===== src/rtl/wb_arb_pkg.sv =====
// Shared defaults, entry payload and register one-hot decode for the writeback port arbiter.
package wb_arb_pkg;

    localparam int unsigned WB_DW    = 32;
    localparam int unsigned WB_AW    = 5;
    localparam int unsigned WB_DEPTH = 2;

    // Widest register address the one-hot decode supports; callers truncate the result.
    localparam int unsigned ONEHOT_AW = 8;
    localparam int unsigned ONEHOT_W  = 256;

    typedef struct packed {
        logic               valid;
        logic [WB_AW-1:0]   addr;
        logic [WB_DW-1:0]   data;
    } wb_entry_t;

    function automatic logic [ONEHOT_W-1:0] onehot(input logic [ONEHOT_AW-1:0] a);
        logic [ONEHOT_W-1:0] r;
        r    = '0;
        r[a] = 1'b1;
        return r;
    endfunction

endpackage


===== src/rtl/wb_arb_fifo.sv =====
// Circular queue of auxiliary writeback results with per-entry valid bits,
// address-match squash and a pending-register mask.
module wb_arb_fifo
    import wb_arb_pkg::*;
#(
    parameter int unsigned DW    = WB_DW,
    parameter int unsigned AW    = WB_AW,
    parameter int unsigned DEPTH = WB_DEPTH
) (
    input  logic                         clk,
    input  logic                         rst_n,
    input  logic                         push,
    input  logic [AW-1:0]                push_addr,
    input  logic [DW-1:0]                push_data,
    input  logic                         pop,
    input  logic                         squash,
    input  logic [AW-1:0]                squash_addr,
    output logic [$clog2(DEPTH+1)-1:0]   count,
    output logic                         head_valid,
    output logic [AW-1:0]                head_addr,
    output logic [DW-1:0]                head_data,
    output logic [(2**AW)-1:0]           busy_mask
);

    localparam int unsigned PW   = $clog2(DEPTH);
    localparam int unsigned CW   = $clog2(DEPTH+1);
    localparam int unsigned NREG = 2**AW;

    logic [DEPTH-1:0] valid;
    logic [AW-1:0]    addr_q [DEPTH];
    logic [DW-1:0]    data_q [DEPTH];
    logic [PW-1:0]    head;
    logic [PW-1:0]    tail;
    logic [CW-1:0]    count_q;

    // Squash first, then pop/push; later assignments win on the same entry.
    always_ff @(posedge clk or negedge rst_n) begin
        if (!rst_n) begin
            valid   <= '0;
            head    <= '0;
            tail    <= '0;
            count_q <= '0;
            for (int i = 0; i < int'(DEPTH); i++) begin
                addr_q[i] <= '0;
                data_q[i] <= '0;
            end
        end else begin
            for (int i = 0; i < int'(DEPTH); i++) begin
                if (squash && valid[i] && (addr_q[i] == squash_addr)) begin
                    valid[i] <= 1'b0;
                end
            end
            if (pop) begin
                valid[head] <= 1'b0;
                head        <= PW'(head + PW'(1));
            end
            if (push) begin
                valid[tail]  <= !(squash && (push_addr == squash_addr));
                addr_q[tail] <= push_addr;
                data_q[tail] <= push_data;
                tail         <= PW'(tail + PW'(1));
            end
            case ({push, pop})
                2'b10:   count_q <= CW'(count_q + CW'(1));
                2'b01:   count_q <= CW'(count_q - CW'(1));
                default: count_q <= count_q;
            endcase
        end
    end

    assign count      = count_q;
    assign head_valid = valid[head];
    assign head_addr  = addr_q[head];
    assign head_data  = data_q[head];

    always_comb begin
        busy_mask = '0;
        for (int i = 0; i < int'(DEPTH); i++) begin
            if (valid[i]) begin
                busy_mask = busy_mask | NREG'(onehot(ONEHOT_AW'(addr_q[i])));
            end
        end
        busy_mask[0] = 1'b0;
    end

endmodule


===== src/rtl/wb_port_arbiter.sv =====
// Register-file write-port arbiter: pipeline writeback has absolute priority,
// queued auxiliary results drain into idle cycles. Optional macro: WB_ARB_WAW_SQUASH_EN.
module wb_port_arbiter
    import wb_arb_pkg::*;
#(
    parameter int unsigned DW    = WB_DW,
    parameter int unsigned AW    = WB_AW,
    parameter int unsigned DEPTH = WB_DEPTH
) (
    input  logic                 clk,
    input  logic                 reset,
    input  logic                 pipe_wr,
    input  logic [AW-1:0]        pipe_addr,
    input  logic [DW-1:0]        pipe_data,
    input  logic                 aux_valid,
    output logic                 aux_ready,
    input  logic [AW-1:0]        aux_addr,
    input  logic [DW-1:0]        aux_data,
    output logic                 wr,
    output logic [AW-1:0]        addr3,
    output logic [DW-1:0]        data3,
    output logic [(2**AW)-1:0]   busy_mask
);

    localparam int unsigned CW = $clog2(DEPTH+1);

    logic          pipe_load_c;
    logic          push_c;
    logic          pop_c;
    logic          squash_c;
    logic [CW-1:0] count;
    logic          head_valid;
    logic [AW-1:0] head_addr;
    logic [DW-1:0] head_data;

    // A pipe write to $0 is treated as idle so the queue may drain.
    assign pipe_load_c = pipe_wr && (pipe_addr != '0);
    assign aux_ready   = reset && (count < CW'(DEPTH));
    assign push_c      = aux_valid && aux_ready && (aux_addr != '0);
    assign pop_c       = !pipe_load_c && (count != '0);

`ifdef WB_ARB_WAW_SQUASH_EN
    assign squash_c = pipe_load_c;
`else
    assign squash_c = 1'b0;
`endif

    wb_arb_fifo #(
        .DW    (DW),
        .AW    (AW),
        .DEPTH (DEPTH)
    ) u_fifo (
        .clk         (clk),
        .rst_n       (reset),
        .push        (push_c),
        .push_addr   (aux_addr),
        .push_data   (aux_data),
        .pop         (pop_c),
        .squash      (squash_c),
        .squash_addr (pipe_addr),
        .count       (count),
        .head_valid  (head_valid),
        .head_addr   (head_addr),
        .head_data   (head_data),
        .busy_mask   (busy_mask)
    );

    // Output register; a squashed head still consumes its pop cycle as wr=0.
    always_ff @(posedge clk or negedge reset) begin
        if (!reset) begin
            wr    <= 1'b0;
            addr3 <= '0;
            data3 <= '0;
        end else if (pipe_load_c) begin
            wr    <= 1'b1;
            addr3 <= pipe_addr;
            data3 <= pipe_data;
        end else if (pop_c) begin
            wr <= head_valid;
            if (head_valid) begin
                addr3 <= head_addr;
                data3 <= head_data;
            end
        end else begin
            wr <= 1'b0;
        end
    end

endmodule


===== config.mk =====
export PLATFORM = sky130hd
export DESIGN_NAME = wb_port_arbiter
export DESIGN_NICKNAME = d
export VERILOG_FILES = /design/src/rtl/wb_arb_pkg.sv /design/src/rtl/wb_arb_fifo.sv /design/src/rtl/wb_port_arbiter.sv
export SDC_FILE = /design/constraint.sdc
export NUM_CORES = 1
export LEC_CHECK = 0
export CAP_MARGIN = 20
export CORE_MARGIN = 10
export CORE_UTILIZATION = 49
export CTS_CLUSTER_SIZE = 30
export DETAILED_ROUTE_END_ITERATION = 12
export GPL_TIMING_DRIVEN = 1
export PLACE_DENSITY = 0.9
export SYNTH_ARGS = -nofsm -noshare
export SYNTH_HDL_FRONTEND = slang
export SYNTH_SLANG_ARGS = --single-unit
export TNS_END_PERCENT = 1

===== constraint.sdc =====
create_clock -name clk -period 2.45 [get_ports clk]
set_input_delay 0.245 -clock clk [delete_from_list [all_inputs] [get_ports clk]]
set_output_delay 0.245 -clock clk [all_outputs]
set_load 0.02 [all_outputs]

==> results of run 1 <==
where the power goes:
part	internal, mW	switching (mW)
logic	2.02	1.73
clock network	1.49	0.890
registers	2.77	0.616
total	6.29	3.24
metal layers:
metal  wire [um]  up-vias
met3        1228       21
met4         258        0
met2        8385      163
met1        6410     2165
met5           0        -
li1            -     1987
worst max-delay path by stage:
stage	from	to	depth (start not counted)
final	u_fifo.addr_q[5]$_DFFE_PN0P_	busy_mask[22]	3
after global routing	u_fifo.valid[0]$_DFF_PN0_	busy_mask[23]	3
after CTS	u_fifo.addr_q[3]$_DFFE_PN0P_	busy_mask[2]	3
after detailed placement	aux_addr[3]	u_fifo.data_q[4]$_DFFE_PN0P_	6
after global placement	aux_addr[3]	u_fifo.data_q[10]$_DFFE_PN0P_	6
after floorplan	u_fifo.count[1]$_DFFE_PN0P_	u_fifo.data_q[41]$_DFFE_PN0P_	6
synthesized netlist by cell type (all sizes together):
cell type,instances
dfrtp,118
a211o,1
nand3,6
a311oi,1
or4,2
a21oi,1
o22ai,31
clkbuf,23
nand2,44
nand4,1
conb,1
mux2,110
nor2,7
a31oi,1
buf,12
and2b,1
xnor2,1
o31ai,2
inv,1
or3,2
o21a,1
or2,3
o21ai,44
nand3b,9
o211ai,1
xor2,1
or3b,5
mux2i,37
cells by family after synthesis:
group                     Yosys count  synth area share, %
other                               1              0.06499
DFF                               118                51.17
buffers and inverters              36                3.773
xor gates and xnor gates            2               0.3036
and+or+nand+nor                    80                7.285
AOI/OAI and AO/OA                  83                8.283
muxes                             147                29.12
cell type report:
cell class	count	area (um^2)	share of cell area, %
flip-flops and latches	118	2957	37.28
multi-input cells	313	2601	32.80
repair buffers	160	1623	20.46
clock buffers	20	436.7	5.506
well taps	143	178.9	2.256
clock inverters	12	130.1	1.641
inverters	1	3.754	0.04733
sequential cells by signal, summed over array words and instances, names as in the netlist:
signal / cells
u_fifo.head: 1
data3: 32
u_fifo.data_q: 64
u_fifo.valid: 2
addr3: 5
u_fifo.tail: 1
u_fifo.count: 2
u_fifo.addr_q: 10
wr: 1
worst max-delay path, stage by stage, from the launching register on:
cell	delay, ns
dfrtp_1	0.41
nand3b_1	0.36
o22ai_1	0.29
clkdlybuf4s50_1	0.65
repair_timing:
action	4_1_cts	5_1_grt
resized for setup	15	8
hold endpoints to repair	8	0
setup endpoints to repair	13	9
hold buffers	1	0
stage by stage:
step	utilization (%)	worst slack, ns	TNS (ns)	total power, mW	instance area [um^2]
detailed placement	64.07	0.05443	0	7.142	7347
finish	69.15	0.07647	0	9.524	7930
global placement	64.07	0.08553	0	6.919	7347
global route	69.15	-0.002697	-0.003028	10.01	7930
CTS	68.98	0.01509	0	9.564	7910
floorplan	-	0.5765	0	5.816	5771
==> run metrics, run 1 <==
outcome=finished clean; Placed Instances=734; hold path startpoint=pipe_data[13]; grt ovf=0; io pins=149; critical path endpoint category=output port; starting density of the core=between 50% and 60%; clock root buffer=clkbuf_16; count of clock tree sinks=118; final hold violations=0; Synth top area share=51.17%; R2R setup slack=around 0.19 ns; Worst Hold Class=in2reg; Synth Warn #=0; Synth Register Bits=118; DRC=0; Worst R2R Start=u_fifo.valid[1]$_DFF_PN0_; Worst Path Required=2.20 ns; final setup fails=0; Layout area overhead=37.42%; Clock Latency Late Sink=between 0.4 and 0.5 ns; core area=11,470 um^2; Slew @ Worst Pin=~0.74 ns; Final Cycle Share=between 90% and 100%; global-route wire length before repair=around 25,000 um; GRT Overall Usage=slightly below 20%; CP Max Fanout=8; htree depth=4; Max-cap violations=0; Finished Layout Cells=between 700 and 800; total CTS buffers=17; PD cells=approximately 1200 nW/um^2; Rows=39; Clock Skew=around 0.0084 ns; die footprint=16,520 um^2; GRT met2 Usage=33.32%; Filler Cells Inserted=roughly 790; WL/cell=21.23 um; leading area contributor after synthesis=dfrtp_1; Static Leak=between 3 and 4 nW; number of routed nets with antenna violations=0; RSZ-0062 raised after global routing=yes; GP Congestion=0.9283; Post-Syn Instances=467; crit path DAT=2.13 ns; top cells by area, synth=dfrtp_1 51%, mux2_2 17%, mux2i_1 6.4%; Slew Limit Fails=0; die width=128.5 um; GR met3 Demand/Resource=roughly 6.5%; Critical Path Source Type=flop; Tmin final=2.374 ns; final WL=16,280 um; vias in the first global route=4,759; mapped cell area=5771 um^2; initial drt markers=284; initial antenna violation count=0; Synth Area per Inst=around 12 um^2; vias=4,336; f_max=between 0.4 and 0.5 GHz; vias per inst=5.653; gr busiest metal=met2; Post-CTS Setup Bufs=0; path depth of the worst reg2reg path=5; Final HPWL DP=11,210 um; nets=689; final antenna diode count=0; met1 GRT Util=21.77%; Hold WS=~0.39 ns; Synth Net Count=approximately 550; CP Class=reg2out; Max Buffers Root-to-Sink=2; Die H=128.5 um; VDD IR max=0.0005713 V; Clock transition at path regs=0.06 ns; WHS Path Cells=3; pin count of the biggest net entering global routing=121; Distinct cells, synth=35; total iterations of the first detailed-routing run=4; CTS tree=done; share of cells above drive strength 1=26.44%; max_slew headroom=50.32%; Crit Reg-Reg Endpoint=data3[24]$_DFFE_PN0P_; sequential cell area fraction in the yosys report=51.17%; commonest non-fill, non-tap cell in the layout=clkdlybuf4s50_1; Worst Hold Path EP=data3[13]$_DFFE_PN0P_; commonest cells after routing, fill and taps aside=125 x clkdlybuf4s50_1, 115 x dfrtp_1, 89 x mux2_2, 44 x nand2_1, 44 x o21ai_0; IO Port Bufs=about 150
Power figures use the tool's default switching activity.
==> run 2, diff against run 1 <==
--- a/config.mk
+++ b/config.mk
@@ -6,12 +6,11 @@
 export NUM_CORES = 1
 export LEC_CHECK = 0
 export CAP_MARGIN = 20
-export CORE_MARGIN = 10
+export CORE_MARGIN = 2
 export CORE_UTILIZATION = 49
-export CTS_CLUSTER_SIZE = 30
 export DETAILED_ROUTE_END_ITERATION = 12
 export GPL_TIMING_DRIVEN = 1
-export PLACE_DENSITY = 0.9
+export PLACE_DENSITY = 0.81
 export SYNTH_ARGS = -nofsm -noshare
 export SYNTH_HDL_FRONTEND = slang
 export SYNTH_SLANG_ARGS = --single-unit
==> run metrics, run 2 (same netlist as run 1, synthesis figures left out) <==
vias per inst=5.608; outcome=finished clean; pin count of the biggest net entering global routing=74; global-route wire length before repair=23,340 um; initial antenna violation count=0; PD cells=1186 nW/um^2; VDD IR max=between 0.0006 and 0.0007 V; GRT Overall Usage=23.31%; Largest regs=u_fifo.data_q: 64 flops, data3: 32 flops, u_fifo.addr_q: 10 flops; setup slack after layout=0.07634 ns; Placed Instances=735; Max Buffers Root-to-Sink=2; final antenna diode count=0; met1 GRT Util=27.79%; Max-cap violations=0; RSZ-0062 raised after global routing=no; GR met3 Demand/Resource=6.102%; io pins=~150; number of routed nets with antenna violations=0; final hold violations=0; Final HPWL DP=9793 um; Clock transition at path regs=0.05 ns; Critical Path Source Type=flop; Rows=39; Slew @ Worst Pin=0.9089 ns; clock root buffer=clkbuf_16; Slew Limit Fails=0; Tmin final=between 2 and 2.5 ns; vias=~4.3k; critical path endpoint category=output port; core area=11,470 um^2; DRC=0; nets=roughly 690; total iterations of the first detailed-routing run=4; CTS tree=done; Static Leak=~3.5 nW; Layout area overhead=37.06%; CP Max Fanout=8; share of cells above drive strength 1=26.05%; WL/cell=18.53 um; Largest register FFs=64; IO Port Bufs=147; grt ovf=0; Finished Layout Cells=approximately 770; final setup fails=0; die footprint=12,660 um^2; register with the most flip-flops=u_fifo.data_q; crit path DAT=2.13 ns; Die H=112.5 um; vias in the first global route=4,611; starting density of the core=a little over 50%; die width=around 110 um; f_max=approximately 0.42 GHz; GRT met2 Usage=40.80%; commonest non-fill, non-tap cell in the layout=clkdlybuf4s50_1; final core occ=68.97%; Worst Path Required=2.20 ns; Clock Latency Late Sink=0.41 ns; initial drt markers=266; GP Congestion=0.8174; total CTS buffers=17; max_slew headroom=39.41%; CP Class=reg2out; Worst Hold Class=in2async; Final Cycle Share=96.88%; count of clock tree sinks=118; commonest cells after routing, fill and taps aside=125 x clkdlybuf4s50_1, 115 x dfrtp_1, 89 x mux2_2, 44 x nand2_1, 44 x o21ai_0; final WL=between 10,000 and 15,000 um; pre-CTS WS=between 0.06 and 0.07 ns; gr busiest metal=met2; Clock Skew=0.01331 ns; htree depth=4
[run 2: changes by cell type in the layout (fill, tap and decap cells not counted)]
cell            previous run  this run
bufinv_16                  2         1
buf_4                      9        10
clkbuf_8                   0         4
inv_6                      1         0
dlygate4sd2_1             13        12
dlymetal6s2s_1             8         9
clkinv_4                   1         0
dlygate4sd3_1              1         0
clkbuf_1                   3         5
clkinvlp_4                 5         0
[run 2: layer usage]
metal | part of all wire, % | vias to the layer above
met1 | 41 | 2124
li1 | - | 1979
met5 | 0 | -
met2 | 51 | 169
met3 | 6.1 | 18
met4 | 1.7 | 0
[run 2: worst max-delay path, cell delays in order, from the launching register on]
cell and delay (ns):
dfrtp_1 0.43, nand2_1 0.09, or2_2 0.37, o22ai_1 0.20, clkdlybuf4s50_1 0.64
[run 2: cell type report]
type                            instances  area [um^2]
Clock buffer                           26        499.2
Clock inverter                          4        45.04
Fill cell                             836         3558
Inverter                                1        3.754
Multi-Input combinational cell        313         2601
Sequential cell                       118         2957
Tap cell                              143        178.9
Timing Repair Buffer                  160         1624
[run 2: worst paths after layout]
kind / end / startpoint / slack, ns / cells past startpoint
max: busy_mask[29] / u_fifo.valid[0]$_DFF_PN0_ / 0.08 / 4
min: u_fifo.data_q[41]$_DFFE_PN0P_ / reset / 0.07 / 2
max reg2reg: data3[30]$_DFFE_PN0P_ / u_fifo.head$_DFFE_PN0P_ / 0.66 / 5
min reg2reg: u_fifo.data_q[45]$_DFFE_PN0P_ / u_fifo.data_q[45]$_DFFE_PN0P_ / 0.49 / 1
max in group asynchronous: u_fifo.head$_DFFE_PN0P_ / reset / 1.18 / 3
min in group clk: data3[20]$_DFFE_PN0P_ / pipe_data[20] / 0.39 / 3
[run 2: timing repair]
item                                    4_1_cts  5_1_grt
resized for setup                            14        9
setup buffers                                 0        0
endpoints found under the setup margin       13        9
hold buffers                                  0        0
[run 2: metrics by stage]
stage | setup TNS [ns] | hold slack (ns) | power (mW) | cell area [um^2]
floorplan | 0 | -0.05059 | 5.816 | 5771
global placement | 0 | 0.4692 | 6.933 | 7355
detailed placement | 0 | 0.4815 | 7.110 | 7355
CTS | -0.07476 | 0.1052 | 9.445 | 7886
global route | 0 | 0.1564 | 9.899 | 7909
finish | 0 | 0.06891 | 9.382 | 7909
[run 2: report_power, final]
part           leakage [nW]  switching [mW]  total, mW  internal, mW
combinational          1.82            1.65       3.69          2.03
clock                 0.270           0.797       2.28          1.48
sequential             1.41           0.642       3.41          2.77
==> run 3, diff against run 2 <==
--- a/config.mk
+++ b/config.mk
@@ -9,7 +9,7 @@
 export CORE_MARGIN = 2
 export CORE_UTILIZATION = 49
 export DETAILED_ROUTE_END_ITERATION = 12
-export GPL_TIMING_DRIVEN = 1
+export GPL_TIMING_DRIVEN = 0
 export PLACE_DENSITY = 0.81
 export SYNTH_ARGS = -nofsm -noshare
 export SYNTH_HDL_FRONTEND = slang
==> run metrics, run 3 (same netlist as run 1, synthesis figures left out) <==
CTS tree=done; R2R setup slack=between 0.4 and 0.5 ns; number of routed nets with antenna violations=0; Rows=39; pre-CTS WS=-0.04488 ns; Clock transition at path regs=0.05 ns; Slew Limit Fails=0; vias in the first global route=4,827; outcome=finished, violations left; Worst Path Required=2.20 ns; peak per-stage delay on the critical path=0.64 ns; count of clock tree sinks=118; grt ovf=0; Largest regs=u_fifo.data_q: 64 flops, data3: 32 flops, u_fifo.addr_q: 10 flops; share of cells above drive strength 1=26.15%; GP Congestion=0.8269; final WL=approximately 15,000 um; GRT Overall Usage=24.35%; commonest non-fill, non-tap cell in the layout=clkdlybuf4s50_1; commonest cells after routing, fill and taps aside=125 x clkdlybuf4s50_1, 118 x dfrtp_1, 89 x mux2_2, 44 x nand2_1, 44 x o21ai_0; Slew @ Worst Pin=0.6890 ns; Max-cap violations=0; htree depth=4; nets=715; vias=4,418; crit path DAT=about 2.1 ns; final setup fails=0; total iterations of the first detailed-routing run=4; Final HPWL DP=roughly 10,000 um; Critical Path Source Type=flop; Static Leak=about 3.5 nW; CP Class=reg2out; RSZ-0062 raised after global routing=yes; failing checks=hold timing; Clock Skew=0.01217 ns; setup slack after layout=0.09011 ns; initial antenna violation count=0; Clock Latency Late Sink=just over 0.4 ns; path depth of the worst reg2reg path=6; Final TNS setup=0 ns; core area=11,470 um^2; die width=112.5 um; Crit Reg-Reg Endpoint=data3[8]$_DFFE_PN0P_; pin count of the biggest net entering global routing=91; Layout area overhead=40.26%; VDD IR max=0.0006188 V; global-route wire length before repair=24,340 um; Filler Cells Inserted=~830; Hold WS=-0.1500 ns; io pins=149; Largest register FFs=64; cts hold-fix bufs=3; CP Cell Sequence=clkbuf_2, nand3_1, o22ai_1, clkdlybuf4s50_1; final hold violations=87; PD cells=1202 nW/um^2; DRC=0; area occupied by multi-input gates=2600 um^2; Max Buffers Root-to-Sink=2; die footprint=12,660 um^2; critical path endpoint category=output port; Worst Hold Class=in2async; final antenna diode count=0; starting density of the core=50.32%; f_max=0.4237 GHz; Sequential cell area=2953 um^2; max_slew headroom=54.07%; clock root buffer=clkbuf_16; register with the most flip-flops=u_fifo.data_q; Worst R2R Start=u_fifo.head$_DFFE_PN0P_; Die H=112.5 um; Final Cycle Share=96.32%; initial drt markers=289; final core occ=70.58%; CP Max Fanout=8; vias per inst=5.571; critical path's slowest cell=clkdlybuf4s50_1; Tmin final=2.360 ns; total CTS buffers=17; IO Port Bufs=147; WL/cell=~19 um
run 3: changes by cell type in the layout (fill, tap and decap cells not counted), sizes merged:
cell	previous run	this run
clkbuf	26	46
dlygate4sd2	12	20
dlymetal6s2s	9	1
buf	14	16
bufinv	1	3
clkinv	3	5
clkinvlp	0	1
dlygate4sd3	0	1
run 3: worst max-delay path, delay by kind of cell (launching register included):
family,cells,cell delay [ns]
compound gates,1,0.25
simple gates,1,0.31
buf+inv,2,0.81
flops,1,0.33
run 3: layout make-up:
class,instances,share of cell area (%)
Multi-Input combinational cell,313,32.12
Timing Repair Buffer,151,18.87
Clock inverter,9,1.515
Inverter,1,0.04638
Sequential cell,118,36.48
Clock buffer,23,6.029
Tap cell,143,2.211
Buffer,35,2.721
run 3: worst max path at each step:
stage | slack (ns) | to | start
4_1_cts | 0.0005 | busy_mask[1] | u_fifo.addr_q[3]$_DFFE_PN0P_
3_3_place_gp | -3.76 | u_fifo.data_q[40]$_DFFE_PN0P_ | reset
3_5_place_dp | -0.04 | data3[5]$_DFFE_PN0P_ | pipe_addr[1]
6_report | 0.09 | busy_mask[7] | u_fifo.valid[1]$_DFF_PN0_
2_1_floorplan | 0.58 | u_fifo.data_q[41]$_DFFE_PN0P_ | u_fifo.count[1]$_DFFE_PN0P_
5_1_grt | -0.02 | busy_mask[30] | u_fifo.addr_q[3]$_DFFE_PN0P_
run 3: what timing repair did:
| item | in CTS | in global routing |
|---|---|---|
| cloned | 0 | 0 |
| gates resized for setup | 24 | 3 |
| setup buffers | 0 | 0 |
| endpoints found under the setup margin | 20 | 4 |
| endpoints found under the hold margin | 31 | 87 |
run 3: layer usage:
layer	global-route usage, %	vias up	wire length, um
met5	0	-	0
met4	9.431	0	348
met3	6.210	31	875
met2	43.01	177	7751
met1	28.50	2171	6009
li1	-	2039	-
run 3: per-stage QoR:
| stage | total power, mW | cells | instance area [um^2] |
|---|---|---|---|
| CTS | 9.772 | 793 | 8090 |
| finish | 9.731 | 793 | 8094 |
| detailed placement | 7.188 | 758 | 7450 |
| global route | 10.24 | 793 | 8094 |
| floorplan | 5.816 | 467 | 5771 |
| global placement | 6.991 | 757 | 7421 |
run 3: report_power, final:
group	total, mW	internal, mW	switching, mW	leakage, nW
combinational	3.96	2.08	1.89	1.78
clock	2.54	1.70	0.841	0.303
sequential	3.23	2.77	0.462	1.41
total	9.73	6.54	3.19	3.49
